==> src/rtl/gcn_transform_ctrl.sv <==
// gcn_transform_ctrl
// Sequencer for the GCN feature x weight transform. It walks every weight
// column, and within each column every feature row. It fetches operands over
// the shared FM/WM read port, loads the scratchpad, launches the external
// dot-product unit and commits each result into FM_WM at (row, col).
// The block does no data arithmetic; it only owns addresses, strobes and the
// dot-product handshake. Outputs are registered, and each output register
// takes the decode of the next state. The outputs therefore line up
// cycle-for-cycle with the registered state and are free of glitches.

module gcn_transform_ctrl #(
    parameter int FEATURE_ROWS          = 6,
    parameter int WEIGHT_COLS           = 3,
    parameter int ADDRESS_WIDTH         = 13,
    parameter int WEIGHT_BASE           = 0,
    parameter int FEATURE_BASE          = 512,
    // Degenerate 1-entry dimensions still need a 1-bit index port.
    parameter int COUNTER_WEIGHT_WIDTH  = (WEIGHT_COLS  > 1) ? $clog2(WEIGHT_COLS)  : 1,
    parameter int COUNTER_FEATURE_WIDTH = (FEATURE_ROWS > 1) ? $clog2(FEATURE_ROWS) : 1
) (
    input  logic                             clk,
    input  logic                             reset,
    input  logic                             start,
    output logic                             enable_read,
    output logic [ADDRESS_WIDTH-1:0]         read_address,
    output logic                             sp_write_enable,
    output logic                             dp_start,
    input  logic                             dp_done,
    output logic                             wr_en,
    output logic [COUNTER_FEATURE_WIDTH-1:0] write_row,
    output logic [COUNTER_WEIGHT_WIDTH-1:0]  write_col,
    output logic                             busy,
    output logic                             done
);

    typedef enum logic [2:0] {
        S_IDLE      = 3'd0,
        S_RD_WEIGHT = 3'd1,
        S_LD_WEIGHT = 3'd2,
        S_RD_FEAT   = 3'd3,
        S_LAUNCH    = 3'd4,
        S_COMPUTE   = 3'd5,
        S_WRITE     = 3'd6,
        S_DONE      = 3'd7
    } state_t;

    localparam logic [COUNTER_FEATURE_WIDTH-1:0] ROW_ZERO = {COUNTER_FEATURE_WIDTH{1'b0}};
    localparam logic [COUNTER_FEATURE_WIDTH-1:0] ROW_ONE  = COUNTER_FEATURE_WIDTH'(1);
    localparam logic [COUNTER_FEATURE_WIDTH-1:0] ROW_LAST = COUNTER_FEATURE_WIDTH'(FEATURE_ROWS - 1);
    localparam logic [COUNTER_WEIGHT_WIDTH-1:0]  COL_ZERO = {COUNTER_WEIGHT_WIDTH{1'b0}};
    localparam logic [COUNTER_WEIGHT_WIDTH-1:0]  COL_ONE  = COUNTER_WEIGHT_WIDTH'(1);
    localparam logic [COUNTER_WEIGHT_WIDTH-1:0]  COL_LAST = COUNTER_WEIGHT_WIDTH'(WEIGHT_COLS - 1);
    localparam logic [ADDRESS_WIDTH-1:0]         ADDR_ZERO = {ADDRESS_WIDTH{1'b0}};
    localparam logic [ADDRESS_WIDTH-1:0]         W_BASE    = ADDRESS_WIDTH'(WEIGHT_BASE);
    localparam logic [ADDRESS_WIDTH-1:0]         F_BASE    = ADDRESS_WIDTH'(FEATURE_BASE);

    state_t                           state_q, state_d;
    logic [COUNTER_FEATURE_WIDTH-1:0] row_q, row_d;
    logic [COUNTER_WEIGHT_WIDTH-1:0]  col_q, col_d;

    logic                             enable_read_q, enable_read_d;
    logic [ADDRESS_WIDTH-1:0]         read_address_q, read_address_d;
    logic                             sp_write_enable_q, sp_write_enable_d;
    logic                             dp_start_q, dp_start_d;
    logic                             wr_en_q, wr_en_d;
    logic [COUNTER_FEATURE_WIDTH-1:0] write_row_q, write_row_d;
    logic [COUNTER_WEIGHT_WIDTH-1:0]  write_col_q, write_col_d;
    logic                             busy_q, busy_d;
    logic                             done_q, done_d;

    // State and index registers; reset abandons any job in flight.
    always_ff @(posedge clk or posedge reset) begin
        if (reset) begin
            state_q <= S_IDLE;
            row_q   <= ROW_ZERO;
            col_q   <= COL_ZERO;
        end else begin
            state_q <= state_d;
            row_q   <= row_d;
            col_q   <= col_d;
        end
    end

    // Next-state and counter update. start is only looked at in IDLE/DONE and
    // dp_done only in COMPUTE, so stray pulses elsewhere leave no trace.
    always_comb begin
        state_d = state_q;
        row_d   = row_q;
        col_d   = col_q;
        case (state_q)
            S_IDLE: begin
                if (start) begin
                    col_d   = COL_ZERO;
                    state_d = S_RD_WEIGHT;
                end else begin
                    state_d = S_IDLE;
                end
            end
            S_RD_WEIGHT: begin
                state_d = S_LD_WEIGHT;
            end
            S_LD_WEIGHT: begin
                row_d   = ROW_ZERO;
                state_d = S_RD_FEAT;
            end
            S_RD_FEAT: begin
                state_d = S_LAUNCH;
            end
            S_LAUNCH: begin
                state_d = S_COMPUTE;
            end
            S_COMPUTE: begin
                if (dp_done) begin
                    state_d = S_WRITE;
                end else begin
                    state_d = S_COMPUTE;
                end
            end
            S_WRITE: begin
                // Rows advance first, so results are committed column-major.
                if (row_q < ROW_LAST) begin
                    row_d   = row_q + ROW_ONE;
                    state_d = S_RD_FEAT;
                end else if (col_q < COL_LAST) begin
                    col_d   = col_q + COL_ONE;
                    state_d = S_RD_WEIGHT;
                end else begin
                    state_d = S_DONE;
                end
            end
            S_DONE: begin
                // Holding start keeps us here; a new job needs start to drop first.
                if (start) begin
                    state_d = S_DONE;
                end else begin
                    state_d = S_IDLE;
                end
            end
            default: begin
                state_d = S_IDLE;
                row_d   = ROW_ZERO;
                col_d   = COL_ZERO;
            end
        endcase
    end

    // Output decode of the upcoming state; address/index buses stay 0 unless strobed.
    always_comb begin
        enable_read_d     = 1'b0;
        read_address_d    = ADDR_ZERO;
        sp_write_enable_d = 1'b0;
        dp_start_d        = 1'b0;
        wr_en_d           = 1'b0;
        write_row_d       = ROW_ZERO;
        write_col_d       = COL_ZERO;
        busy_d            = 1'b1;
        done_d            = 1'b0;
        case (state_d)
            S_IDLE: begin
                busy_d = 1'b0;
            end
            S_RD_WEIGHT: begin
                enable_read_d  = 1'b1;
                read_address_d = W_BASE + ADDRESS_WIDTH'(col_d);
            end
            S_LD_WEIGHT: begin
                sp_write_enable_d = 1'b1;
            end
            S_RD_FEAT: begin
                enable_read_d  = 1'b1;
                read_address_d = F_BASE + ADDRESS_WIDTH'(row_d);
            end
            S_LAUNCH: begin
                dp_start_d = 1'b1;
            end
            S_COMPUTE: begin
                busy_d = 1'b1;
            end
            S_WRITE: begin
                wr_en_d     = 1'b1;
                write_row_d = row_d;
                write_col_d = col_d;
            end
            S_DONE: begin
                busy_d = 1'b0;
                done_d = 1'b1;
            end
            default: begin
                busy_d = 1'b0;
            end
        endcase
    end

    // Output registers; cleared immediately by reset.
    always_ff @(posedge clk or posedge reset) begin
        if (reset) begin
            enable_read_q     <= 1'b0;
            read_address_q    <= ADDR_ZERO;
            sp_write_enable_q <= 1'b0;
            dp_start_q        <= 1'b0;
            wr_en_q           <= 1'b0;
            write_row_q       <= ROW_ZERO;
            write_col_q       <= COL_ZERO;
            busy_q            <= 1'b0;
            done_q            <= 1'b0;
        end else begin
            enable_read_q     <= enable_read_d;
            read_address_q    <= read_address_d;
            sp_write_enable_q <= sp_write_enable_d;
            dp_start_q        <= dp_start_d;
            wr_en_q           <= wr_en_d;
            write_row_q       <= write_row_d;
            write_col_q       <= write_col_d;
            busy_q            <= busy_d;
            done_q            <= done_d;
        end
    end

    assign enable_read     = enable_read_q;
    assign read_address    = read_address_q;
    assign sp_write_enable = sp_write_enable_q;
    assign dp_start        = dp_start_q;
    assign wr_en           = wr_en_q;
    assign write_row       = write_row_q;
    assign write_col       = write_col_q;
    assign busy            = busy_q;
    assign done            = done_q;

endmodule
==> config.mk <==
export PLATFORM = sky130hd
export DESIGN_NAME = gcn_transform_ctrl
export DESIGN_NICKNAME = d
export VERILOG_FILES = /design/src/rtl/gcn_transform_ctrl.sv
export SDC_FILE = /design/constraint.sdc
export NUM_CORES = 1
export LEC_CHECK = 0
export BUFFER_PORTS_ARGS = -buffer_cell sky130_fd_sc_hd__buf_4
export CORE_MARGIN = 3
export CORE_UTILIZATION = 35
export CTS_BUF_LIST = sky130_fd_sc_hd__clkbuf_4
export CTS_CLUSTER_DIAMETER = 40
export DETAILED_ROUTE_END_ITERATION = 10
export MAX_ROUTING_LAYER = met4
export PLACE_DENSITY_LB_ADDON = 0.15
export SLEW_MARGIN = 20
export SYNTH_ARGS = -nofsm -noshare
export SYNTH_HDL_FRONTEND = slang
export SYNTH_SLANG_ARGS = --single-unit
==> constraint.sdc <==
create_clock -name clk -period 1.8 [get_ports clk]
set_input_delay 0.09 -clock clk [delete_from_list [all_inputs] [get_ports clk]]
set_output_delay 0.09 -clock clk [all_outputs]
set_load 0.02 [all_outputs]
; Word-level counts from Yosys, hierarchy flattened
; Index checks and enable logic that the tools add are counted.
[word_totals]
regBits = 32
inputBits = 4
output_inout_bits = 24
wordCells = 55
[op_classes]
add_sub_neg = 3
n_lt_le_gt_ge = 2
eq_ne = 13
n_mux = 21
reduce_logical = 4
[op_table]
columns = op, count
row1 = $pmux W3 S8, 1
row2 = $pmux W11 S2, 1
row3 = $eq A3 B3 Y1 const B, 7
row4 = $mux W3, 5
row5 = $eq A3 B2 Y1 const B, 4
row6 = $add A10 B3 Y11 const A, 1
row7 = $mux W2, 5
row8 = $mux W1, 7
row9 = $eq A3 B1 Y1 const B, 2
row10 = $logic_not A3 Y1, 2
row11 = $pmux W3 S2, 1
row12 = $pmux W2 S2, 1
row13 = $reduce_or A2 Y1, 2
row14 = $add A3 B1 Y3 const B, 1
row15 = $lt A3 B3 Y1 const B, 1
row16 = $add A2 B1 Y2 const B, 1
row17 = $lt A2 B2 Y1 const B, 1

; Depth between registers and ports, before layout
[logic_depth]
word_depth = 7
depth_mapped = 6

; Least setup slack after synthesis
; No wires, ideal clock.
[synth_path]
path_kind = register to register
start = register state_q[0]
end = register read_address_q[1], in the netlist read_address[1]
setup_ns = 0.120
arrival_ns = 1.435
slack_ns = 0.245
stages_incl_launch_ff = 6
n_path_buf = 1
synth_period_minus_slack_ns = 1.555
cell_sequence = dfrtp_1 > buf_6 > or4b_4 > o211ai_2 > o21ai_2 > a31o_1
[synth_between]
word_cells_on_any_way = 15
cone_classes = add/sub (1) / eq/ne (9) / mux (4) / reduce/logical (1)
[synth_lines]
columns = item, line_no
row1 = start: declaration, 57  ; state_t state_q, state_d;
row2 = start signal: assignment, 78  ; state_q <= state_d;
row3 = $eq A3 B3 Y1 / $logic_not A3 Y1 (equally long branches), 90  ; case (state_q)
row4 = $pmux W2 S2 *, 90
row5 = via col_d[1], 59  ; logic [COUNTER_WEIGHT_WIDTH-1:0] col_q, col_d;
row6 = $pmux W11 S2 *, 158  ; case (state_d)
row7 = via read_address_d[1], 62  ; logic [ADDRESS_WIDTH-1:0] read_address_q, read_address_d;
row8 = end signal: assignment, 208  ; read_address_q <= read_address_d;
row9 = end: declaration, 62
; Mark *: on every way through the listed nets, which the timed path passes. The rest lies on a longest branch.

; Worst setup path in the final report
[layout_path]
start = register state_q[0]
end = register row_q[1]
[layout_between]
elab_chain_len = 2
word_cells_on_any_way = 3
cone_classes = eq/ne (2) / mux (1)
[layout_lines]
columns = item, line_no
row1 = $eq A3 B3 Y1 / $eq A3 B2 Y1 (equally long branches), 90
row2 = $pmux W3 S2 *, 90
row3 = via row_d[1], 58  ; logic [COUNTER_FEATURE_WIDTH-1:0] row_q, row_d;
row4 = end signal: assignment, 79  ; row_q <= row_d;
row5 = end: declaration, 58
; Marks and branches as above.

==> qor.log <==
INFO  logic_synthesis synth.yosys.seq_area_share=48.2%
INFO  timing         setup_viol=0
INFO  logic_synthesis postSynthAreaPerCell=11.5squm
INFO  route          drt-pass1-iter-count=4
INFO  worst_setup_path crit_type=reg2reg
INFO  finish         insertedDiodeCount=0
INFO  cts            sinks_on_clock_net=23
INFO  finish         mostFrequentLayoutCells=sky130_fd_sc_hd__buf_4, sky130_fd_sc_hd__dfrtp_1, sky130_fd_sc_hd__inv_1, sky130_fd_sc_hd__conb_1, sky130_fd_sc_hd__nor2_1
INFO  placed_design  io_buffer_count=18
INFO  cts            clock_pin_transition_on_the_worst_setup_and_hold_timing_paths=130ps
INFO  power          power.ir.vdd_worst=896uV
INFO  grt            grt_pass1_vias=763
INFO  die            io_pins=28
INFO  power          power_frac_comb=50.6%
INFO  timing         totalNegativeSetupSlack=0ps
INFO  finish         post-route-cell-area=1390squm
INFO  die            fp.dieArea=4150squm
INFO  grt            antenna_found_initial=0
INFO  route          drtAntennaViolNets=0
INFO  status         run_status=finished, final reports clean
INFO  hold_path      min-delay-path-class=in2reg
INFO  power          internal-power=1.26mW
INFO  route          routedWlPerCell=13.3um
INFO  timing         rsz0062_at_grt=false
INFO  logic_synthesis netlist.area_leader.share=48.2%
INFO  worst_setup_path start_kind=flip-flop
INFO  grt            grt.met1_usage=15.3%
INFO  placed_design  place_congestion=0.784
INFO  cts            numCtsBuffers=3
INFO  worst_setup_path cp_max_fo=9
INFO  die            placementRows=20
INFO  grt            globalRoute.totalOverflow=0
INFO  logic_synthesis synth_area_leaders=sky130_fd_sc_hd__dfrtp_1, sky130_fd_sc_hd__buf_4, sky130_fd_sc_hd__inv_1, sky130_fd_sc_hd__a21oi_1, sky130_fd_sc_hd__nor2_1
INFO  power          netSwitchingPower=0.982mW
INFO  timing         finalCritPeriodShare=91.0%
INFO  timing         largest_clock_skew_in_the_final_design=9.65ps
INFO  finish         layout_commonest_cell=sky130_fd_sc_hd__buf_4
INFO  worst_setup_path cp.arrival=1840ps
INFO  cts            h-tree-depth=1
INFO  power          power.static_leakage=0.670nW
INFO  hold_path      endpoint_of_the_worst_hold_path=busy$_DFF_PP0_
INFO  finish         ratio_of_cells_with_drive_above_1_in_the_final_layout=35.9%
INFO  worst_setup_path worst_setup_path_end_kind=flip-flop
INFO  route          drt_iter0_drc=41
INFO  timing         layout_min_cycle_time=1640ps
INFO  flow_run       max_cap_viol_count=0
INFO  cts            clockBufferDepth=2
INFO  die            initial_utilization=37.9%
INFO  power          pwr-share-clk=10.5%
INFO  logic_synthesis synth_area_leader_cell=sky130_fd_sc_hd__dfrtp_1
INFO  logic_synthesis synthDistinctLibCells=42
INFO  placed_design  hpwlAfterDp=1680um
INFO  timing         finalMaxSlewViolations=0
INFO  route          drc=0
INFO  grt            grt_start_max_net_pins=24
INFO  worst_setup_path required=2000ps
INFO  die            die_height=64.4um
INFO  grt            grt-busiest-layer=met2
INFO  timing         achievable-frequency=611MHz
INFO  logic_synthesis synth-warning-count=0
INFO  cts            cts_root_buf=sky130_fd_sc_hd__clkbuf_4
INFO  finish         growth_of_design_area_from_synthesis_to_finish=16.8%
INFO  die            die-width=64.4um
INFO  grt            grt_usage=11.9%
INFO  hold_path      worst_hold_path_stage_count=3
INFO  timing         final_hold_viol_count=0
INFO  logic_synthesis syn_inst=104
INFO  finish         finalNetCount=135
INFO  route          avgViaCountPerCell=4.48
INFO  placed_design  placed_area=1350squm
INFO  finish         cell_count_final_fillers_out=172
INFO  worst_setup_path timing.rr.start=state_q[0]$_DFF_PP0_
INFO  placed_design  post-place-cells=167
INFO  worst_setup_path r2r_setup_slack=160ps
INFO  die            core=3150squm
INFO  worst_setup_path timing.rr.end=row_q[1]$_DFF_PP0_
INFO  worst_setup_path r2r_cells=4
INFO  cts            cts_tree=done
INFO  power          pwr-share-seq=38.9%
INFO  grt            groute.layer.met2.usage=18.4%
INFO  route          drt_wl_total=2290um
INFO  cts            worst_skew_pair.late_latency=310ps
INFO  logic_synthesis synth.ff_latch_count=23
INFO  route          via_count=771
INFO  grt            groute.layer.met3.usage=3.69%
INFO  power          total_power_density_per_cell_area=1610nW/um^2
INFO  logic_synthesis syn_area=1190squm
INFO  grt            grt_pass1_wl=3700um
INFO  power          netSwitchingFraction=43.7%
INFO  hold_path      min_from=start
==> cell usage after synthesis (all sizes together) <==
cell type	count
a2111oi	1
a211oi	2
a21bo	1
a21boi	1
a21oi	6
a2bb2oi	1
a31o	1
a31oi	1
and2	2
and2b	1
and3	2
and3b	1
and4b	1
buf	12
conb	1
dfrtp	23
ha	2
inv	11
nand2	3
nand2b	2
nand3b	1
nand4b	1
nor2	8
nor3	5
nor4	1
o211ai	2
o21ai	3
o21bai	1
o2bb2a	1
o311ai	1
o31ai	1
or2b	1
or3	1
or4b	1
xor2	1
==> flip-flops by register name, summed over array words and instances, names as in the netlist <==
register / count
write_col: 2
enable_read: 1
dp_start: 1
row_q: 3
done: 1
col_q: 2
wr_en: 1
write_row: 3
read_address: 4
sp_write_enable: 1
state_q: 3
busy: 1
==> power groups by stage <==
stage                     registers, mW  clock network, mW  logic, mW
after floorplan                   0.899                  0      0.825
after global placement            0.871                  0       1.12
after detailed placement          0.878                  0       1.13
after CTS                         0.866              0.251       1.14
after global routing              0.907              0.273       1.22
final                             0.875              0.235       1.14
==> critical path, cell delays in order, from the launching register on <==
cell and delay [ps]:
sky130_fd_sc_hd__dfrtp_1 480, sky130_fd_sc_hd__and2b_1 330, sky130_fd_sc_hd__o31ai_2 140, sky130_fd_sc_hd__a2111oi_4 450
sky130_fd_sc_hd__o21bai_1 120
==> metrics by stage <==
step | utilization, % | total power, mW | worst slack [ps] | hold WS (ps)
after global routing | 44.2 | 2.40 | 82.2 | 79.1
after detailed placement | 42.9 | 2.01 | 116 | 160
final | 44.2 | 2.25 | 162 | 79.4
after CTS | 44.1 | 2.26 | 86.4 | 73.8
after global placement | 42.9 | 2.00 | 126 | 152
after floorplan | - | 1.72 | 245 | 91.9
==> metal layers <==
layer | vias to the layer above | share of wire, %
li1 | 387 | -
met1 | 360 | 48
met2 | 22 | 46
met3 | 2 | 5.0
met4 | 0 | 1.0
met5 | - | 0
==> kinds of logic after synthesis <==
family,share of synthesized area (%)
DFF,48.2
and+or+nand+nor,16.0
adders and majority gates,2.10
buffers and inverters,11.6
AOI/OAI and AO/OA,21.0
xor gates and xnor gates,0.734
other,0.314
==> worst max path at each step <==
| stage | from | to | slack [ps] | cells after the start |
|---|---|---|---|---|
| 4_1_cts | state_q[2]$_DFF_PP0_ | read_address[1]$_DFF_PP0_ | 90 | 4 |
| 2_1_floorplan | state_q[0]$_DFF_PP0_ | read_address[1]$_DFF_PP0_ | 250 | 5 |
| 3_5_place_dp | state_q[1]$_DFF_PP0_ | row_q[1]$_DFF_PP0_ | 120 | 4 |
| 3_3_place_gp | state_q[2]$_DFF_PP0_ | read_address[1]$_DFF_PP0_ | 130 | 4 |
| 6_report | state_q[0]$_DFF_PP0_ | row_q[1]$_DFF_PP0_ | 160 | 4 |
| 5_1_grt | state_q[0]$_DFF_PP0_ | row_q[1]$_DFF_PP0_ | 80 | 4 |
==> what timing repair did <==
| item | CTS | global route |
|---|---|---|
| hold buffers | 1 | 0 |
| buffers inserted | 0 | 0 |
| gates resized for setup | 0 | 2 |
| hold endpoints to repair | 23 | 0 |
| setup endpoints to repair | 0 | 3 |
==> layout make-up <==
type / instances / area (sq um)
Inverter: 11 / 41.3
Tap cell: 44 / 55.1
Clock inverter: 1 / 5.00
Timing Repair Buffer: 24 / 183
Sequential cell: 23 / 578
Fill cell: 320 / 1760
Clock buffer: 3 / 22.5
Multi-Input combinational cell: 66 / 509
No activity file was read; power rests on OpenSTA's default activity.
